===== src/rtl/loader_write_scheduler.sv =====
// Loader write scheduler: DEPTH-entry write FIFO drained one entry per CE_DIV-cycle memory slot.
// Optional feature macro WRITE_MERGE_EN: same-address rewrites of the newest queued entry are merged.
module loader_write_scheduler #(
  parameter int ADDR_W     = 22,
  parameter int DATA_W     = 8,
  parameter int DEPTH      = 4,
  parameter int CE_DIV     = 4,
  parameter int SLOT_PHASE = 3
) (
  input  logic                        clk,
  input  logic                        reset_n,
  input  logic                        flush,
  input  logic                        in_write,
  input  logic [ADDR_W-1:0]           in_addr,
  input  logic [DATA_W-1:0]           in_data,
  output logic                        in_ready,
  output logic [$clog2(CE_DIV)-1:0]   phase,
  output logic                        slot,
  output logic                        mem_write,
  output logic [ADDR_W-1:0]           mem_addr,
  output logic [DATA_W-1:0]           mem_data,
  output logic [$clog2(DEPTH):0]      level,
  output logic                        overflow
);

  localparam int PH_W  = $clog2(CE_DIV);
  localparam int PTR_W = $clog2(DEPTH);
  localparam int LVL_W = PTR_W + 1;

  logic [PH_W-1:0]   r_phase;
  logic [PTR_W-1:0]  r_wptr;
  logic [PTR_W-1:0]  r_rptr;
  logic [LVL_W-1:0]  r_level;
  logic [ADDR_W-1:0] r_addr_q [DEPTH];
  logic [DATA_W-1:0] r_data_q [DEPTH];
  logic              r_mem_write;
  logic [ADDR_W-1:0] r_mem_addr;
  logic [DATA_W-1:0] r_mem_data;
  logic              r_overflow;

  logic              w_slot;
  logic              w_empty;
  logic              w_full;
  logic              w_pop;
  logic [PTR_W-1:0]  w_newest;
  logic              w_merge_hit;
  logic              w_merge;
  logic              w_push;
  logic              w_drop;

  // FIFO control decode: pop, push, merge and drop decisions for this cycle
  always_comb begin
    w_slot   = (r_phase == PH_W'(SLOT_PHASE));
    w_empty  = (r_level == {LVL_W{1'b0}});
    w_full   = (r_level == LVL_W'(DEPTH));
    w_pop    = w_slot && !w_empty;
    w_newest = r_wptr - PTR_W'(1);
`ifdef WRITE_MERGE_EN
    // The newest entry is the head only when one entry is queued; merging into it while it pops would be lost.
    w_merge_hit = !w_empty && (r_addr_q[w_newest] == in_addr) &&
                  !(w_pop && (r_level == LVL_W'(1)));
`else
    w_merge_hit = 1'b0;
`endif
    w_merge  = in_write && w_merge_hit;
    w_push   = in_write && !w_merge_hit && (!w_full || w_pop);
    w_drop   = in_write && !w_merge_hit && w_full && !w_pop;
  end

  // Free-running slot divider, untouched by flush
  always_ff @(posedge clk or negedge reset_n) begin
    if (!reset_n) begin
      r_phase <= {PH_W{1'b0}};
    end else if (r_phase == PH_W'(CE_DIV - 1)) begin
      r_phase <= {PH_W{1'b0}};
    end else begin
      r_phase <= r_phase + PH_W'(1);
    end
  end

  // FIFO storage: new entries at the write pointer, merged data into the newest entry
  always_ff @(posedge clk or negedge reset_n) begin
    if (!reset_n) begin
      for (int i = 0; i < DEPTH; i++) begin
        r_addr_q[i] <= {ADDR_W{1'b0}};
        r_data_q[i] <= {DATA_W{1'b0}};
      end
    end else if (flush) begin
      r_addr_q <= r_addr_q;
      r_data_q <= r_data_q;
    end else if (w_push) begin
      r_addr_q[r_wptr] <= in_addr;
      r_data_q[r_wptr] <= in_data;
    end else if (w_merge) begin
      r_data_q[w_newest] <= in_data;
    end else begin
      r_addr_q <= r_addr_q;
      r_data_q <= r_data_q;
    end
  end

  // Pointers, occupancy and sticky overflow
  always_ff @(posedge clk or negedge reset_n) begin
    if (!reset_n) begin
      r_wptr     <= {PTR_W{1'b0}};
      r_rptr     <= {PTR_W{1'b0}};
      r_level    <= {LVL_W{1'b0}};
      r_overflow <= 1'b0;
    end else if (flush) begin
      r_wptr     <= {PTR_W{1'b0}};
      r_rptr     <= {PTR_W{1'b0}};
      r_level    <= {LVL_W{1'b0}};
      r_overflow <= 1'b0;
    end else begin
      if (w_push) begin
        r_wptr <= r_wptr + PTR_W'(1);
      end else begin
        r_wptr <= r_wptr;
      end
      if (w_pop) begin
        r_rptr <= r_rptr + PTR_W'(1);
      end else begin
        r_rptr <= r_rptr;
      end
      case ({w_push, w_pop})
        2'b10:   r_level <= r_level + LVL_W'(1);
        2'b01:   r_level <= r_level - LVL_W'(1);
        default: r_level <= r_level;
      endcase
      if (w_drop) begin
        r_overflow <= 1'b1;
      end else begin
        r_overflow <= r_overflow;
      end
    end
  end

  // Memory request: only changes on slot edges so each request spans a full divider period
  always_ff @(posedge clk or negedge reset_n) begin
    if (!reset_n) begin
      r_mem_write <= 1'b0;
      r_mem_addr  <= {ADDR_W{1'b0}};
      r_mem_data  <= {DATA_W{1'b0}};
    end else if (flush) begin
      r_mem_write <= 1'b0;
      r_mem_addr  <= r_mem_addr;
      r_mem_data  <= r_mem_data;
    end else if (w_pop) begin
      r_mem_write <= 1'b1;
      r_mem_addr  <= r_addr_q[r_rptr];
      r_mem_data  <= r_data_q[r_rptr];
    end else if (w_slot) begin
      r_mem_write <= 1'b0;
      r_mem_addr  <= r_mem_addr;
      r_mem_data  <= r_mem_data;
    end else begin
      r_mem_write <= r_mem_write;
      r_mem_addr  <= r_mem_addr;
      r_mem_data  <= r_mem_data;
    end
  end

  assign in_ready  = !w_full || w_pop || w_merge_hit;
  assign phase     = r_phase;
  assign slot      = w_slot;
  assign mem_write = r_mem_write;
  assign mem_addr  = r_mem_addr;
  assign mem_data  = r_mem_data;
  assign level     = r_level;
  assign overflow  = r_overflow;

endmodule


===== config.mk =====
export PLATFORM = sky130hd
export DESIGN_NAME = loader_write_scheduler
export DESIGN_NICKNAME = d
export VERILOG_FILES = /design/src/rtl/loader_write_scheduler.sv
export SDC_FILE = /design/constraint.sdc
export NUM_CORES = 1
export LEC_CHECK = 0
export BUFFER_PORTS_ARGS = -buffer_cell sky130_fd_sc_hd__buf_2
export CAP_MARGIN = 10
export CORE_MARGIN = 4
export CORE_UTILIZATION = 55
export CTS_BUF_LIST = sky130_fd_sc_hd__clkbuf_8
export DETAILED_ROUTE_END_ITERATION = 10
export HOLD_SLACK_MARGIN = 0.12
export PLACE_DENSITY_LB_ADDON = 0.3
export SETUP_SLACK_MARGIN = 0.05
export SYNTH_ARGS = -nofsm -noshare
export SYNTH_HDL_FRONTEND = slang
export SYNTH_SLANG_ARGS = --single-unit

===== constraint.sdc =====
create_clock -name clk -period 2.48 [get_ports clk]
set_input_delay 0.496 -clock clk [delete_from_list [all_inputs] [get_ports clk]]
set_output_delay 0.496 -clock clk [all_outputs]
set_load 0.005 [all_outputs]

==> metrics.cfg, run 1 <==
[route]
wl_met3_um = 530
wl_um = 13400
met1Wirelength_um = 5900
highest_layer = met4
met2_wirelength_um = 6800
first_iter_violations = 170
drtAntennaViolNets = 0
vias_per_cell = 5.58
firstDrtPassIters = 4
vias = 3906
routedWlPerCell_um = 19.2
drcViolationCount = 0

[yosys]
synth.most_common_cell = dfrtp_1
synthDistinctLibCells = 41
syn_area_mm2 = 0.00728
yosysWarningCount = 0
synth_top_area_share = 0.553
syn_area_per_cell_um2 = 17.0
synth_top_area_cell = dfrtp_1
netlist_instances = 428
ys.flop_type = dfrtp_1
ys_seq_elements = 161
synth-edff-count = 0
synth_nets = 468
yosys-top-cells-count = dfrtp_1, mux2_1, mux2_2
synth-seq-area-share = 0.553
synth_area_leaders = dfrtp_1, mux2_1, mux4_4
async_flop_share = 1.00

[finish]
fillers = 889
num_antenna_cells = 0
area_growth_syn_to_layout_pct = 14.2
final_nets = 555
drive_gt1_frac = 0.460
fin_util = 0.651

[timing]
maxSlewHeadroom = 0.656
skew_ps = 11.6
final_max_slew_viol_count = 0
worstMarginPinSlew_ps = 503
setup_viol = 0
grt_setup_unrepaired = no
setup_ws_ps = 198
hold_viol_final = 0
finalCriticalPeriod_ps = 2280
fin_tns_setup_ps = 0
fmax_mhz = 438
post-route-period-util = 0.920

[worst_setup_path]
r2r_slack_ps = 300
cp_slowest_cell = dfrtp_1
r2r-start = phase[0]
max_stage_delay_ps = 400
crit_chain = ha_1 -> nor4b_4 -> inv_2 -> buf_2
r2r.worst_path.cells = 6
startpoint_type = register
r2r-end = level[2]
worstPathArrival_ps = 1790
cp_data_required_time_ps = 1980
setup.worst_path.class = register to output pin
worstPathMaxFanout = 8
crit_path_end_kind = output pin

[clocking]
clk_latency_ps = 450
cts_root_buf = clkbuf_8
clkTransAtPathRegs_ps = 90
postCtsResizedCells = 0
clkSinkCount = 161
cts.path.max_buffers = 2
cts_max_level = 4
tritoncts = yes
cts_buffers = 17

[die]
die_w_um = 123
initial_core_util = 0.570
io_pins = 73
num_rows = 41
dieArea_mm2 = 0.0151
core-area_mm2 = 0.0128
die_h_um = 123

[placed_design]
dpl_worst_slack_ps = 315
routabilityCongestion = 0.796
dp_hpwl_um = 8910
port_buffers = 72

[min_path]
hold_end = r_addr_q[3]
min_from = in_addr[3]
whs_path_depth = 2
hp-class = input pin to register

[run]
cap_violations = 0

[power_and_ir_drop]
irDropWorstVdd_mv = 0.383
power.leakage_nw = 3.82
power_mw = 7.35
power_density_mw_per_mm2 = 885

[grt]
grt_pass1_wl_um = 22300
grt_use_total = 0.196
grt_max_degree = 44
grt-ovfl-total = 0
antenna_found_initial = 0
grt_pass1_vias = 4278

[status]
outcome = finished, final reports clean

[critical path: cells and delay by family, from the launching register on]
kind	cells	cell delay, ps
AND/OR/NAND/NOR	1	320
adder cells (fa/ha/maj)	1	330
flip-flops	1	400
buffers and inverters	2	280
[final cells by class]
type	count	area, um2	share of cell area
sequential	161	4030	0.485
tap	172	215	0.0259
multi-input combinational	235	2970	0.357
clock inverter	10	155	0.0187
clock buffer	22	303	0.0364
inverter	4	15.0	0.00181
timing repair buffer	96	624	0.0751
[sequential cells by signal, summed over array words and instances (netlist names)]
register,flops
phase,2
mem_write,1
overflow,1
r_wptr,2
level,3
mem_addr,22
r_data_q,32
r_addr_q,88
r_rptr,2
mem_data,8
[metal layers]
| layer | global-route usage | up-vias |
|---|---|---|
| met5 | 0 | - |
| li1 | - | 1755 |
| met1 | 0.253 | 2069 |
| met2 | 0.325 | 66 |
| met4 | 0.0678 | 0 |
| met3 | 0.0494 | 16 |
[worst max path at each step]
| stage | start | endpoint | slack [ps] |
|---|---|---|---|
| CTS | phase[0] | in_ready | 110 |
| global route | phase[0] | in_ready | 90 |
| floorplan | phase[0] | level[2] | 180 |
| global placement | phase[0] | level[2] | 390 |
| finish | phase[0] | in_ready | 200 |
| detailed placement | phase[0] | r_data_q[3] | 320 |
[power breakdown]
group	switching, mW	leakage [nW]	total, mW	internal (mW)
registers	0.374	2.01	3.72	3.34
clock network	0.915	0.236	2.14	1.22
logic	0.473	1.57	1.50	1.02
[through the flow]
stage / std cells / area [um2] / hold WS, ps
finish: 700 / 8310 / 290
global route: 700 / 8310 / 282
CTS: 700 / 8310 / 262
detailed placement: 667 / 7850 / 410
global placement: 667 / 7850 / 405
floorplan: 428 / 7280 / 200
[layout by cell type (no fill, tap or decap), types with 3 or more instances in the layout]
cell and n:
bufinv_16 4, nor2_1 7, mux4_2 7, buf_4 17, dfrtp_1 159, ha_1 5
clkbuf_8 22, nand4b_1 4, mux4_4 23, mux2_2 47, a21oi_1 7, clkinv_2 3
inv_1 3, buf_2 71, mux2_1 74, mux2_4 30, nand2b_1 5, buf_12 6
[cell families after synthesis]
logic type | synth area share
xor gates and xnor gates | 0.00241
AOI/OAI and AO/OA | 0.0155
and+or+nand+nor | 0.0289
buffers and inverters | 0.0387
DFF | 0.553
adders and majority gates | 0.0113
muxes | 0.350
[repair_timing]
| action | in CTS | in global routing |
|---|---|---|
| buffers inserted | 0 | 0 |
| endpoints found under the hold margin | 30 | 0 |
| endpoints found under the setup margin | 0 | 1 |
| hold buffers | 1 | 0 |
Power figures use the tool's default switching activity.
==> run 2, diff against run 1 <==
--- a/config.mk
+++ b/config.mk
@@ -8,7 +8,7 @@
 export BUFFER_PORTS_ARGS = -buffer_cell sky130_fd_sc_hd__buf_2
 export CAP_MARGIN = 10
 export CORE_MARGIN = 4
-export CORE_UTILIZATION = 55
+export CORE_UTILIZATION = 53
 export CTS_BUF_LIST = sky130_fd_sc_hd__clkbuf_8
 export DETAILED_ROUTE_END_ITERATION = 10
 export HOLD_SLACK_MARGIN = 0.12
==> run 2 against run 1 <==
Net effect:
- clock-buffer cell count rose by 1
- design area fell by 0.87%
- critical endpoint unchanged
- register-to-register slack got worse by 20 ps
- clock skew rose by 3.5 ps
- highest routed layer unchanged
- largest cell class unchanged
- largest power group unchanged
- clock power fell by 9.8%
- critical path type unchanged
- power fell by 3.1%
==> metrics.cfg, run 2 (synthesis results as in run 1) <==
[grt]
grt_pass1_wl_um = 22100  ; -0.90%
antenna_found_initial = 0  ; unchanged
grt_pass1_vias = 4194  ; -2.0%
grt-ovfl-total = 0  ; unchanged
grt_use_total = 0.178  ; -0.0175
grt_max_degree = 63  ; +43%

[finish]
fillers = 998  ; +12%
multiInputGateArea_mm2 = 0.00297  ; unchanged
largest_register_ff_count = 88  ; unchanged
seq_area_mm2 = 0.00403  ; unchanged
finalNonFillerCells = 696  ; -0.57%
num_antenna_cells = 0  ; unchanged
area_growth_syn_to_layout_pct = 13.2
max_flop_register = r_addr_q
layout_common_cells = dfrtp_1, mux2_1, buf_2
drive_gt1_frac = 0.448  ; -0.0122
final_nets = 549  ; -1.1%
final_common_cell = dfrtp_1

[die]
io_pins = 73  ; unchanged
die_h_um = 125  ; +1.7%
die_w_um = 125  ; +1.7%
core-area_mm2 = 0.0133  ; +4.5%
dieArea_mm2 = 0.0157  ; +3.5%
num_rows = 42  ; +2.4%
initial_core_util = 0.545  ; -0.0245

[clocking]
clkSinkCount = 161  ; unchanged
clkTransAtPathRegs_ps = 80  ; about the same
tritoncts = yes
cts_buffers = 17  ; unchanged
cts.path.max_buffers = 2  ; unchanged
postCtsResizedCells = 0  ; unchanged
cts_root_buf = clkbuf_8
cts_setup_buffers = 0  ; unchanged
clk_latency_ps = 450  ; about the same
cts_max_level = 4  ; unchanged

[timing]
grt_setup_unrepaired = no
setup_viol = 0  ; unchanged
hold_ws_ps = 293  ; +2.32 ps
fin_tns_setup_ps = 0  ; unchanged
finalCriticalPeriod_ps = 2270  ; -14.0 ps
fmax_mhz = 441  ; +0.62%
post-route-period-util = 0.914  ; -0.00563
skew_ps = 15.1  ; +3.49 ps
setup_ws_ps = 212  ; +14.0 ps
hold_viol_final = 0  ; unchanged
maxSlewHeadroom = 0.619  ; -0.0369
final_max_slew_viol_count = 0  ; unchanged
worstMarginPinSlew_ps = 571  ; +68.3 ps

[route]
routedWlPerCell_um = 18.8  ; -1.8%
vias_per_cell = 5.60  ; +0.32%
first_iter_violations = 220  ; +29%
vias = 3896  ; -0.26%
drtAntennaViolNets = 0  ; unchanged
firstDrtPassIters = 4  ; unchanged
drcViolationCount = 0  ; unchanged
wl_um = 13100  ; -2.3%

[placed_design]
dp_hpwl_um = 8530  ; -4.3%
routabilityCongestion = 0.755  ; -5.2%
dp_cells = 665  ; -0.30%
port_buffers = 72  ; unchanged
dpl_worst_slack_ps = 318  ; +2.59 ps

[power_and_ir_drop]
power_density_mw_per_mm2 = 865  ; -2.2%
irDropWorstVdd_mv = 0.397  ; +3.5%
power_mw = 7.13  ; -3.1%
power.leakage_nw = 3.79  ; -0.91%

[worst_setup_path]
setup.worst_path.class = register to output pin
startpoint_type = register
cp_slowest_cell = dfrtp_1
crit_chain = ha_1 -> nor4b_4 -> inv_2 -> buf_2
crit_path_end_kind = output pin
cpLargestDelayFamily = flip-flops
worstPathArrival_ps = 1770  ; -20 ps
worstPathMaxFanout = 7  ; -1
cp_data_required_time_ps = 1980  ; about the same
cp.buffers_inverters = 2  ; unchanged
r2r_slack_ps = 280  ; -20 ps
max_stage_delay_ps = 400  ; about the same

[min_path]
hp-class = input pin to register

[status]
outcome = finished, final reports clean

[run]
cap_violations = 0  ; unchanged

## run 2: metal layers
metal	share of wire	vias to the layer above	global-route usage	routed length, um
met5	0	-	0	0
met4	0.014	0	0.0619	189
met3	0.038	18	0.0456	503
met2	0.50	82	0.284	6530
met1	0.45	2042	0.241	5890
li1	-	1754	-	-
## run 2: where the power goes
part	leakage (nW)	switching, mW	internal, mW	total [mW]
logic	1.56	0.462	1.02	1.48
clock network	0.214	0.894	1.03	1.93
registers	2.01	0.372	3.34	3.72
total	3.79	1.73	5.40	7.13
## run 2: path summary, 6_finish.rpt
path | cells past startpoint | end | start
setup / recovery | 4 | in_ready | phase[0]
hold / removal | 2 | r_data_q[10] | in_data[2]
setup reg to reg | 5 | level[2] | level[2]
hold reg to reg | 1 | phase[0] | phase[0]
max in group asynchronous | 3 | r_rptr[0] | reset_n
min in group asynchronous | 2 | mem_addr[9] | reset_n
## run 2: worst reg2reg max path: stages (launching register included)
cell	delay [ps]
dfrtp_1	510
o31ai_1	360
nor2_1	100
fa_1	440
or4_1	550
a31oi_1	170
## run 2: final cells by class
| type | count | share of cell area |
|---|---|---|
| Timing Repair Buffer | 90 | 0.0733 |
| Clock inverter | 7 | 0.0102 |
| Inverter | 4 | 0.00182 |
| Sequential cell | 161 | 0.489 |
| Tap cell | 176 | 0.0267 |
| Clock buffer | 23 | 0.0384 |
| Multi-Input combinational cell | 235 | 0.360 |
## run 2: stage by stage
step | utilization | cell area (um2)
after floorplan | - | 7280
after global placement | 0.587 | 7830
after detailed placement | 0.587 | 7830
after CTS | 0.617 | 8240
after global routing | 0.617 | 8240
final | 0.617 | 8240
## run 2: repair_timing
action                     in CTS  in global routing
hold endpoints to repair       59                  0
setup endpoints to repair       0                  1
hold buffers                    1                  0
==> run 3, diff against run 2 <==
--- a/config.mk
+++ b/config.mk
@@ -7,11 +7,14 @@
 export LEC_CHECK = 0
 export BUFFER_PORTS_ARGS = -buffer_cell sky130_fd_sc_hd__buf_2
 export CAP_MARGIN = 10
+export CORE_ASPECT_RATIO = 2
 export CORE_MARGIN = 4
 export CORE_UTILIZATION = 53
 export CTS_BUF_LIST = sky130_fd_sc_hd__clkbuf_8
 export DETAILED_ROUTE_END_ITERATION = 10
+export GPL_TIMING_DRIVEN = 0
 export HOLD_SLACK_MARGIN = 0.12
+export MAX_ROUTING_LAYER = met4
 export PLACE_DENSITY_LB_ADDON = 0.3
 export SETUP_SLACK_MARGIN = 0.05
 export SYNTH_ARGS = -nofsm -noshare
==> run 3 against run 2 <==
Net effect:
- clock-buffer cell count down 6
- register-to-register slack worse by 90 ps
- non-clock buffer count up 12
- critical endpoint unchanged
- critical path depth unchanged
- core utilization about the same
- combinational power about the same
- sequential share of layout area down 0.34 points
- highest routed layer unchanged
- sequential cell count unchanged
- wire length up 7.9%
- via count up 1.9%
==> metrics.cfg, run 3 (synthesis results as in run 1) <==
[route]
first_iter_violations = 118  ; -46%
vias = 3971  ; +1.9%
wl_um = 14100  ; +7.9%
drtAntennaViolNets = 0  ; unchanged
firstDrtPassIters = 4  ; unchanged
drcViolationCount = 0  ; unchanged
vias_per_cell = 5.76  ; +2.8%
routedWlPerCell_um = 20.5  ; +8.8%

[timing]
grt_setup_unrepaired = no
hold_ws_ps = 288  ; -4.77 ps
fmax_mhz = 433  ; -1.7%
post-route-period-util = 0.931  ; +0.0163
worstMarginPinSlew_ps = 734  ; +163 ps
setup_viol = 0  ; unchanged
hold_viol_final = 0  ; unchanged
finalCriticalPeriod_ps = 2310  ; +40.3 ps
final_max_slew_viol_count = 0  ; unchanged
skew_ps = 19.1  ; +4.04 ps
setup_ws_ps = 172  ; -40.3 ps
maxSlewHeadroom = 0.510  ; -0.109

[grt]
grt_pass1_wl_um = 23900  ; +8.4%
grt_max_degree = 82  ; +30%
grt-ovfl-total = 0  ; unchanged
antenna_found_initial = 1  ; +1
grt_use_total = 0.200  ; +0.0216
grt_pass1_vias = 4534  ; +8.1%

[power_and_ir_drop]
p_int_mw = 5.28  ; -2.2%
power.leakage_nw = 3.84  ; +1.3%
power_mw = 7.15  ; +0.32%
clkPwrFrac = 0.268  ; -0.002
irDropWorstVdd_mv = 0.390  ; -1.7%
p_comb_frac = 0.212  ; +0.004
power_density_mw_per_mm2 = 862  ; -0.32%
power_switching_mw = 1.87  ; +8.3%
power_switching_share = 0.262  ; +0.0194
seq_power_share = 0.521  ; about the same

[clocking]
clkSinkCount = 161  ; unchanged
cts.path.max_buffers = 2  ; unchanged
clk_latency_ps = 450  ; about the same
cts_root_buf = clkbuf_8
cts_max_level = 4  ; unchanged
cts_buffers = 17  ; unchanged
clkTransAtPathRegs_ps = 100  ; +20 ps
tritoncts = yes

[worst_setup_path]
worstPathMaxFanout = 7  ; unchanged
cp_slowest_cell = dfrtp_1
crit_chain = ha_2 -> nor4b_4 -> inv_2 -> buf_2
max_stage_delay_ps = 410  ; about the same
setup.worst_path.class = register to output pin
cp.buffers_inverters = 2  ; unchanged
cp_data_required_time_ps = 1980  ; about the same
startpoint_type = register
worstPathArrival_ps = 1810  ; +40 ps
cpLargestDelayFamily = flip-flops
crit_path_end_kind = output pin

[finish]
max_flop_register = r_addr_q
final_nets = 561  ; +2.2%
fin_util = 0.617  ; about the same
area_growth_syn_to_layout_pct = 13.9
largest_register_ff_count = 88  ; unchanged
layout_common_cells = dfrtp_1, mux2_1, buf_2
final_common_cell = dfrtp_1
final_area_mm2 = 0.00829  ; +0.64%
drive_gt1_frac = 0.459  ; +0.0107

[placed_design]
dpl_cell_area_mm2 = 0.00787  ; +0.48%
port_buffers = 72  ; unchanged
routabilityCongestion = 0.809  ; +7.1%
dpl_worst_slack_ps = -74.6  ; -392 ps
dp_hpwl_um = 9920  ; +16%

[die]
die_h_um = 174  ; +39%
initial_core_util = 0.542  ; -0.00366
io_pins = 73  ; unchanged
num_rows = 60  ; +43%
die_w_um = 90.9  ; -27%
core-area_mm2 = 0.0134  ; +0.68%
dieArea_mm2 = 0.0158  ; +0.73%

[min_path]
hp-class = input pin to register

[status]
outcome = finished, final reports clean

[run]
cap_violations = 0  ; unchanged

[run 3: changes by cell type in the layout (fill, tap and decap cells not counted), moves of 2 or more]
cell	before	now
inv_6	0	6
buf_6	1	7
clkbuf_1	0	2
clkbuf_8	23	17
buf_4	9	13
dfrtp_2	2	0
dlymetal6s2s_1	0	2
dfrtp_1	159	161
buf_12	8	3
[run 3: power groups by stage]
stage	registers, mW	clock network (mW)	logic [mW]
after detailed placement	3.78	0	1.54
after floorplan	3.67	0	1.05
after global routing	3.81	2.07	1.66
after global placement	3.71	0	1.46
final	3.72	1.91	1.51
after CTS	3.73	1.96	1.54
[run 3: metrics by stage]
stage / TNS [ps] / instances
final: 0 / 690
after floorplan: 0 / 428
after global routing: 0 / 690
after CTS: 0 / 689
after detailed placement: -74.6 / 656
after global placement: -201880 / 655
[run 3: final cells by class]
cell class              instances  area [um2]
diodes                          1        2.50
plain buffers                  28         270
clock buffers                  17         234
clock inverters                15         156
fillers                       995        5140
inverters                       4        15.0
multi-input cells             235        2990
flip-flops and latches        161        4030
well taps                     155         194
repair buffers                 74         404
[run 3: final timing paths]
path	startpoint	slack, ps	to	depth (start not counted)
max	phase[0]	170	in_ready	4
min	in_addr[7]	290	r_addr_q[7]	2
max reg2reg	phase[0]	190	level[2]	7
min reg2reg	phase[0]	470	phase[0]	1
max in group asynchronous	reset_n	980	level[2]	3
min in group asynchronous	reset_n	640	mem_addr[7]	2
[run 3: worst register-to-register path, delay by kind of cell (launching register included)]
kind / cells / cell delay, ps
adders and majority gates: 2 / 660
buffers and inverters: 1 / 210
DFF: 1 / 410
AOI/OAI and AO/OA: 2 / 270
and+or+nand+nor: 2 / 670
[run 3: metal layers]
layer / vias to the layer above / wire (um) / track usage
met5: - / 0 / -
met4: 0 / 217 / 0.0579
met3: 18 / 396 / 0.0404
met2: 70 / 8130 / 0.365
met1: 2109 / 5400 / 0.217
li1: 1774 / - / -
[run 3: repair_timing]
action | in CTS | in global routing
hold buffers | 1 | 0
resized for setup | 4 | 2
hold endpoints to repair | 44 | 0
setup buffers | 0 | 0
setup endpoints to repair | 2 | 1
